--- src/rtl/clock_set_ctrl.sv ---
// Mode/sequencing controller for the hh:mm:ss counter: set-time and set-alarm
// state machine, load pulse generation, alarm compare, display select and blink.
module clock_set_ctrl #(
  parameter int HOUR_MAX  = 23,
  parameter int MIN_MAX   = 59,
  parameter int ALARM_LEN = 60,
  parameter int TIMEOUT   = 30
) (
  input  logic       clk,
  input  logic       rst,
  input  logic       tick,
  input  logic       btn_mode,
  input  logic       btn_inc,
  input  logic [4:0] cur_hour,
  input  logic [5:0] cur_min,
  input  logic [5:0] cur_sec,
  output logic       run_en,
  output logic       load,
  output logic [4:0] load_hour,
  output logic [5:0] load_min,
  output logic [5:0] load_sec,
  output logic [2:0] mode,
  output logic [4:0] disp_hour,
  output logic [5:0] disp_min,
  output logic       blink,
  output logic       alarm_armed,
  output logic       alarm_on
);

  localparam int TW = (TIMEOUT > 1) ? $clog2(TIMEOUT + 1) : 1;
  localparam int AW = (ALARM_LEN > 1) ? $clog2(ALARM_LEN + 1) : 1;
  localparam logic [TW-1:0] TO_LAST = TW'(TIMEOUT - 1);
  localparam logic [AW-1:0] AL_LEN  = AW'(ALARM_LEN);
  localparam logic [4:0]    HMAX    = 5'(HOUR_MAX);
  localparam logic [5:0]    MMAX    = 6'(MIN_MAX);

  typedef enum logic [2:0] {
    S_RUN         = 3'd0,
    S_SET_HOUR    = 3'd1,
    S_SET_MIN     = 3'd2,
    S_SET_AL_HOUR = 3'd3,
    S_SET_AL_MIN  = 3'd4
  } state_t;

  state_t        r_state;
  logic [4:0]    r_edit_hour, r_al_hour, r_load_hour;
  logic [5:0]    r_edit_min, r_al_min, r_load_min;
  logic          r_load, r_blink, r_armed, r_alarm_on;
  logic [TW-1:0] r_to;
  logic [AW-1:0] r_alen;

  logic w_set, w_any_btn, w_consume, w_mode, w_inc, w_match, w_trigger, w_timeout;

  function automatic logic [4:0] wrap_hour(input logic [4:0] h);
    wrap_hour = (h >= HMAX) ? 5'd0 : h + 5'd1;
  endfunction

  function automatic logic [5:0] wrap_min(input logic [5:0] m);
    wrap_min = (m >= MMAX) ? 6'd0 : m + 6'd1;
  endfunction

  // A press while the alarm sounds only silences it; mode beats inc.
  assign w_set     = (r_state != S_RUN);
  assign w_any_btn = btn_mode | btn_inc;
  assign w_consume = r_alarm_on & w_any_btn;
  assign w_mode    = btn_mode & ~w_consume;
  assign w_inc     = btn_inc & ~btn_mode & ~w_consume;
  assign run_en    = (r_state != S_SET_HOUR) && (r_state != S_SET_MIN);
  assign w_match   = (cur_hour == r_al_hour) && (cur_min == r_al_min) && (cur_sec == 6'd0);
  assign w_trigger = tick & r_armed & run_en & w_match;
  assign w_timeout = w_set & tick & ~w_any_btn & (r_to == TO_LAST);

  assign mode        = r_state;
  assign load        = r_load;
  assign load_hour   = r_load_hour;
  assign load_min    = r_load_min;
  assign load_sec    = 6'd0;
  assign blink       = r_blink;
  assign alarm_armed = r_armed;
  assign alarm_on    = r_alarm_on;

  always_comb begin
    disp_hour = cur_hour;
    disp_min  = cur_min;
    case (r_state)
      S_SET_HOUR, S_SET_MIN: begin
        disp_hour = r_edit_hour;
        disp_min  = r_edit_min;
      end
      S_SET_AL_HOUR, S_SET_AL_MIN: begin
        disp_hour = r_al_hour;
        disp_min  = r_al_min;
      end
      default: ;
    endcase
  end

  always_ff @(posedge clk or negedge rst) begin
    if (!rst) begin
      r_state     <= S_RUN;
      r_edit_hour <= 5'd0;
      r_edit_min  <= 6'd0;
      r_al_hour   <= 5'd0;
      r_al_min    <= 6'd0;
      r_load      <= 1'b0;
      r_load_hour <= 5'd0;
      r_load_min  <= 6'd0;
      r_blink     <= 1'b0;
      r_armed     <= 1'b0;
      r_alarm_on  <= 1'b0;
      r_to        <= '0;
      r_alen      <= '0;
    end else begin
      r_load <= 1'b0;
      case (r_state)
        S_RUN: begin
          if (w_mode) begin
            r_state     <= S_SET_HOUR;
            r_edit_hour <= cur_hour;
            r_edit_min  <= cur_min;
          end else if (w_inc) begin
            r_armed <= ~r_armed;
          end
        end
        S_SET_HOUR: begin
          if (w_mode)     r_state     <= S_SET_MIN;
          else if (w_inc) r_edit_hour <= wrap_hour(r_edit_hour);
        end
        S_SET_MIN: begin
          if (w_mode) begin
            r_state     <= S_SET_AL_HOUR;
            r_load      <= 1'b1;
            r_load_hour <= r_edit_hour;
            r_load_min  <= r_edit_min;
          end else if (w_inc) begin
            r_edit_min <= wrap_min(r_edit_min);
          end
        end
        S_SET_AL_HOUR: begin
          if (w_mode)     r_state   <= S_SET_AL_MIN;
          else if (w_inc) r_al_hour <= wrap_hour(r_al_hour);
        end
        S_SET_AL_MIN: begin
          if (w_mode)     r_state  <= S_RUN;
          else if (w_inc) r_al_min <= wrap_min(r_al_min);
        end
        default: r_state <= S_RUN;
      endcase
      // Abandoned edits fall back to RUN without a load pulse.
      if (w_timeout) r_state <= S_RUN;

      if (!w_set || w_any_btn || w_timeout) r_to <= '0;
      else if (tick)                        r_to <= r_to + TW'(1);

      if (!w_set || w_mode || w_timeout) r_blink <= 1'b0;
      else if (tick)                     r_blink <= ~r_blink;

      if (w_trigger) begin
        r_alarm_on <= 1'b1;
        r_alen     <= AL_LEN;
      end else if (w_consume) begin
        r_alarm_on <= 1'b0;
        r_alen     <= '0;
      end else if (r_alarm_on && tick) begin
        if (r_alen <= AW'(1)) begin
          r_alarm_on <= 1'b0;
          r_alen     <= '0;
        end else begin
          r_alen <= r_alen - AW'(1);
        end
      end
      // Disarming silences an alarm that is sounding.
      if (r_state == S_RUN && w_inc && r_armed) begin
        r_alarm_on <= 1'b0;
        r_alen     <= '0;
      end
    end
  end

endmodule

--- config.mk ---
export PLATFORM = sky130hd
export DESIGN_NAME = clock_set_ctrl
export DESIGN_NICKNAME = d
export VERILOG_FILES = /design/src/rtl/clock_set_ctrl.sv
export SDC_FILE = /design/constraint.sdc
export NUM_CORES = 1
export LEC_CHECK = 0
export CAP_MARGIN = 40
export CORE_MARGIN = 5
export CORE_UTILIZATION = 54
export CTS_CLUSTER_DIAMETER = 60
export DETAILED_ROUTE_END_ITERATION = 10
export PLACE_DENSITY = 0.83
export SLEW_MARGIN = 20
export SYNTH_ARGS = -nofsm -noshare
export SYNTH_HDL_FRONTEND = slang
export SYNTH_SLANG_ARGS = --single-unit
--- constraint.sdc ---
create_clock -name clk -period 2.5 [get_ports clk]
set_input_delay 0.5 -clock clk [delete_from_list [all_inputs] [get_ports clk]]
set_output_delay 0.5 -clock clk [all_outputs]
set_load 0.01 [all_outputs]
==> reports/qor.yml <==
drv.max_cap_violation_count: 0
post-synth-top-area-fraction: 0.3714
synthesis.area_um2: 3436
total_power_uw: 5008
most_used_standard_cells_in_the_synthesized_netlist: "51 x dfrtp_1, 38 x o21ai_0, 32 x nand2_1, 32 x nor2_1, 23 x mux2_2"
ctsRootBufferMaster: "clkbuf_8"
routed-via-count: 3153
die_w_um: 89.77
clock_tree.buffer_depth: 2
hpwlAfterDp_um: 6489
worst-endpoint-required_ns: 2.00
core_region_area_um2: 6277
post_synth_and_or_nand_nor_area_fraction: 0.1839
tritoncts_num_sinks: 51
critical_path.endpoint_type: "primary output"
initial_utilization: 0.5473
tritoncts: "built"
synth_top_cell_by_area: "dfrtp_1"
critical_path.max_fanout: 8
fmax_mhz: 411.7
detailedRoute.firstIterationViolations: 242
clock-skew-final_ns: 0.006619
worst_pin_slew_ns: 0.6650
power.static_leakage_uw: 0.001901
synth_mux_area_frac: 0.1249
drive_above_1_share: 0.1711
synth-compound-area-share: 0.1733
globalplace.congestion: 0.8588
antenna_found_initial: 0
critPathSlowestCell: "dfrtp_2"
via_count_of_the_first_global_routing_pass: 3078
top_count_cell_post_synth: "dfrtp_1"
post_synthesis_share_of_cell_area_spent_on_full_adders_half_adders_and_majority_gates: 0.02913
yosysSeqAreaShare: 0.3714
cp_data_arrival_time_ns: 1.93
timing.final.max_slew_violations: 0
outcome: "complete, no violations"
clock_latency_ns: 0.31
placement_rows: 29
worst_relative_slew_slack: 0.5567
synthFlopType: "dfrtp_1"
topRoutingLayerUsed: "met4"
avgViaCountPerCell: 5.916
synth.distinct_cells: 51
grt.total_usage: 0.2207
yosys_register_bits: 51
layout.nets: 486
drtAntennaViolNets: 0
post-route-util: 0.6916
classification_of_the_worst_setup_path: "register to primary output"
critical-path-max-stage-delay_ns: 0.50
metal1_wirelength_um: 3906
power-per-cell-area_nw_per_um2: 1154
grt_max_degree: 52
grt_overflow: 0
synth.avg_cell_area_um2: 8.971
ys_async_sr_fraction: 1.000
met2WireLength_um: 4318
clock_pin_slew_on_the_worst_setup_and_hold_paths_ns: 0.09
filler_cell_count: 483
route.met3.wl_um: 548
inserted_clock_buffers: 5
synth_top_family_by_area: "simple AND/OR/NAND/NOR gates"
final_hold_viol_count: 0
period_minus_slack_ns: 2.429
first_pass_grt_wire_length_um: 15100
wire_per_inst_um: 16.77
synth_cells: 383
netlist_top_cells_area: "dfrtp_1 37%, mux2_2 7.5%, o21ai_0 5.5%"
crit_path_cell_trace: "buf_12 > buf_4 > mux2_2 > o211ai_1 > o21ai_0 > dlygate4sd2_1"
drc: 0
period_share: 0.9717
finalWirelength_um: 8940
critical_path.startpoint_type: "register"
ir_drop_v: 0.0007346
i_o_pin_count: 58
timing.final.setup_violations: 0
insertedDiodeCount: 0
synth-edff-count: 0
hold_path_class: "primary input to async pin"
area_delta_synth_final_pct: 26.37
hold_fix_buffers_cts: 0
drt_pre_antenna_iters: 5
cts-htree-levels: 2
hold_slack_ns: 0.2912
die-area_um2: 8058
chipHeight_um: 89.77
synth_xor_xnor_area_share: 0.06118
yosysWarningCount: 0
portBuffers: 51
-- cells by family (layout without fill, tap and decap cells) --
group | after synthesis | after routing
buf+inv | 40 | 108
flops | 51 | 51
mux | 40 | 40
fa+ha+maj | 8 | 8
compound gates | 94 | 94
simple gates | 125 | 125
other cells | 1 | 6
xor+xnor | 24 | 24
-- placed cells by master (no fill, tap or decap), types with 5 or more instances in the layout --
| cell | count |
|---|---|
| dfrtp_1 | 50 |
| o21ai_0 | 38 |
| buf_4 | 38 |
| clkdlybuf4s50_1 | 36 |
| nand2_1 | 32 |
| nor2_1 | 32 |
| mux2_2 | 23 |
| xor2_1 | 17 |
| mux2i_1 | 17 |
| a21oi_1 | 13 |
| dlygate4sd2_1 | 13 |
| nor3_1 | 12 |
| o211ai_1 | 12 |
| inv_1 | 9 |
| nand3_1 | 9 |
| ha_1 | 8 |
| xnor2_1 | 7 |
| nor2b_1 | 6 |
| o31ai_1 | 6 |
| conb_1 | 6 |
| nand2b_1 | 5 |
| clkbuf_8 | 5 |
-- routing by layer --
metal | global-route usage | vias to the layer above
met4 | 0.07179 | 0
met2 | 0.3677 | 113
li1 | - | 1509
met1 | 0.2830 | 1513
met3 | 0.04925 | 18
met5 | 0 | -
-- stage by stage --
stage	setup TNS (ns)	cell area, um^2	worst slack, ns	cells
after floorplan	0	3455	0.3935	388
after global placement	-0.1741	4180	-0.07508	521
after detailed placement	-0.3247	4180	-0.1140	521
after CTS	0	4279	0.06270	529
after global routing	-0.01031	4342	-0.009025	533
final	0	4342	0.07083	533
-- final timing paths --
kind                                        endpoint  slack (ns)                    start  depth (start not counted)
max in group asynchronous        mode[1]$_DFFE_PN0P_        1.75                      rst                          2
hold reg to reg              load_min[2]$_DFFE_PN0P_        0.51  load_min[2]$_DFFE_PN0P_                          2
setup / recovery                        disp_hour[1]        0.07      mode[1]$_DFFE_PN0P_                          6
hold / removal                 r_alen[2]$_DFFE_PN0P_        0.29                      rst                          2
min in group clk             load_min[2]$_DFFE_PN0P_        0.51  load_min[2]$_DFFE_PN0P_                          2
setup reg to reg           r_edit_min[2]$_DFFE_PN0P_        0.51      mode[2]$_DFFE_PN0P_                          6
-- state kept, by name, indices dropped and copies added (netlist names) --
register,count
r_al_hour,5
alarm_armed,1
mode,3
r_al_min,6
r_alen,6
r_to,5
load,1
r_edit_hour,5
alarm_on,1
load_min,6
r_edit_min,6
blink,1
load_hour,5
-- worst max-delay path: cells and delay by family (launching register included) --
kind,cells,cell delay [ns]
DFF,1,0.50
AOI/OAI and AO/OA,2,0.24
muxes,1,0.32
buffers and inverters,3,0.56
-- final cells by class --
class / count / area, um^2 / area share
Timing Repair Buffer: 91 / 822.0 / 0.1893
Clock buffer: 5 / 68.82 / 0.01585
Multi-Input combinational cell: 297 / 2002 / 0.4611
Clock inverter: 2 / 37.54 / 0.008646
Inverter: 10 / 37.54 / 0.008646
Tap cell: 77 / 96.34 / 0.02219
Sequential cell: 51 / 1277 / 0.2942
-- report_power, final --
part | leakage [uW] | internal (uW) | switching (uW)
logic | 0.00121 | 1500 | 1380
registers | 0.000642 | 1120 | 423
clock network | 0.0000502 | 293 | 286
-- what timing repair did --
item	in CTS	in global routing
gates resized for setup	14	3
gates cloned	0	1
buffers inserted	1	3
endpoints found under the setup margin	12	3
Power figures use the tool's default switching activity.
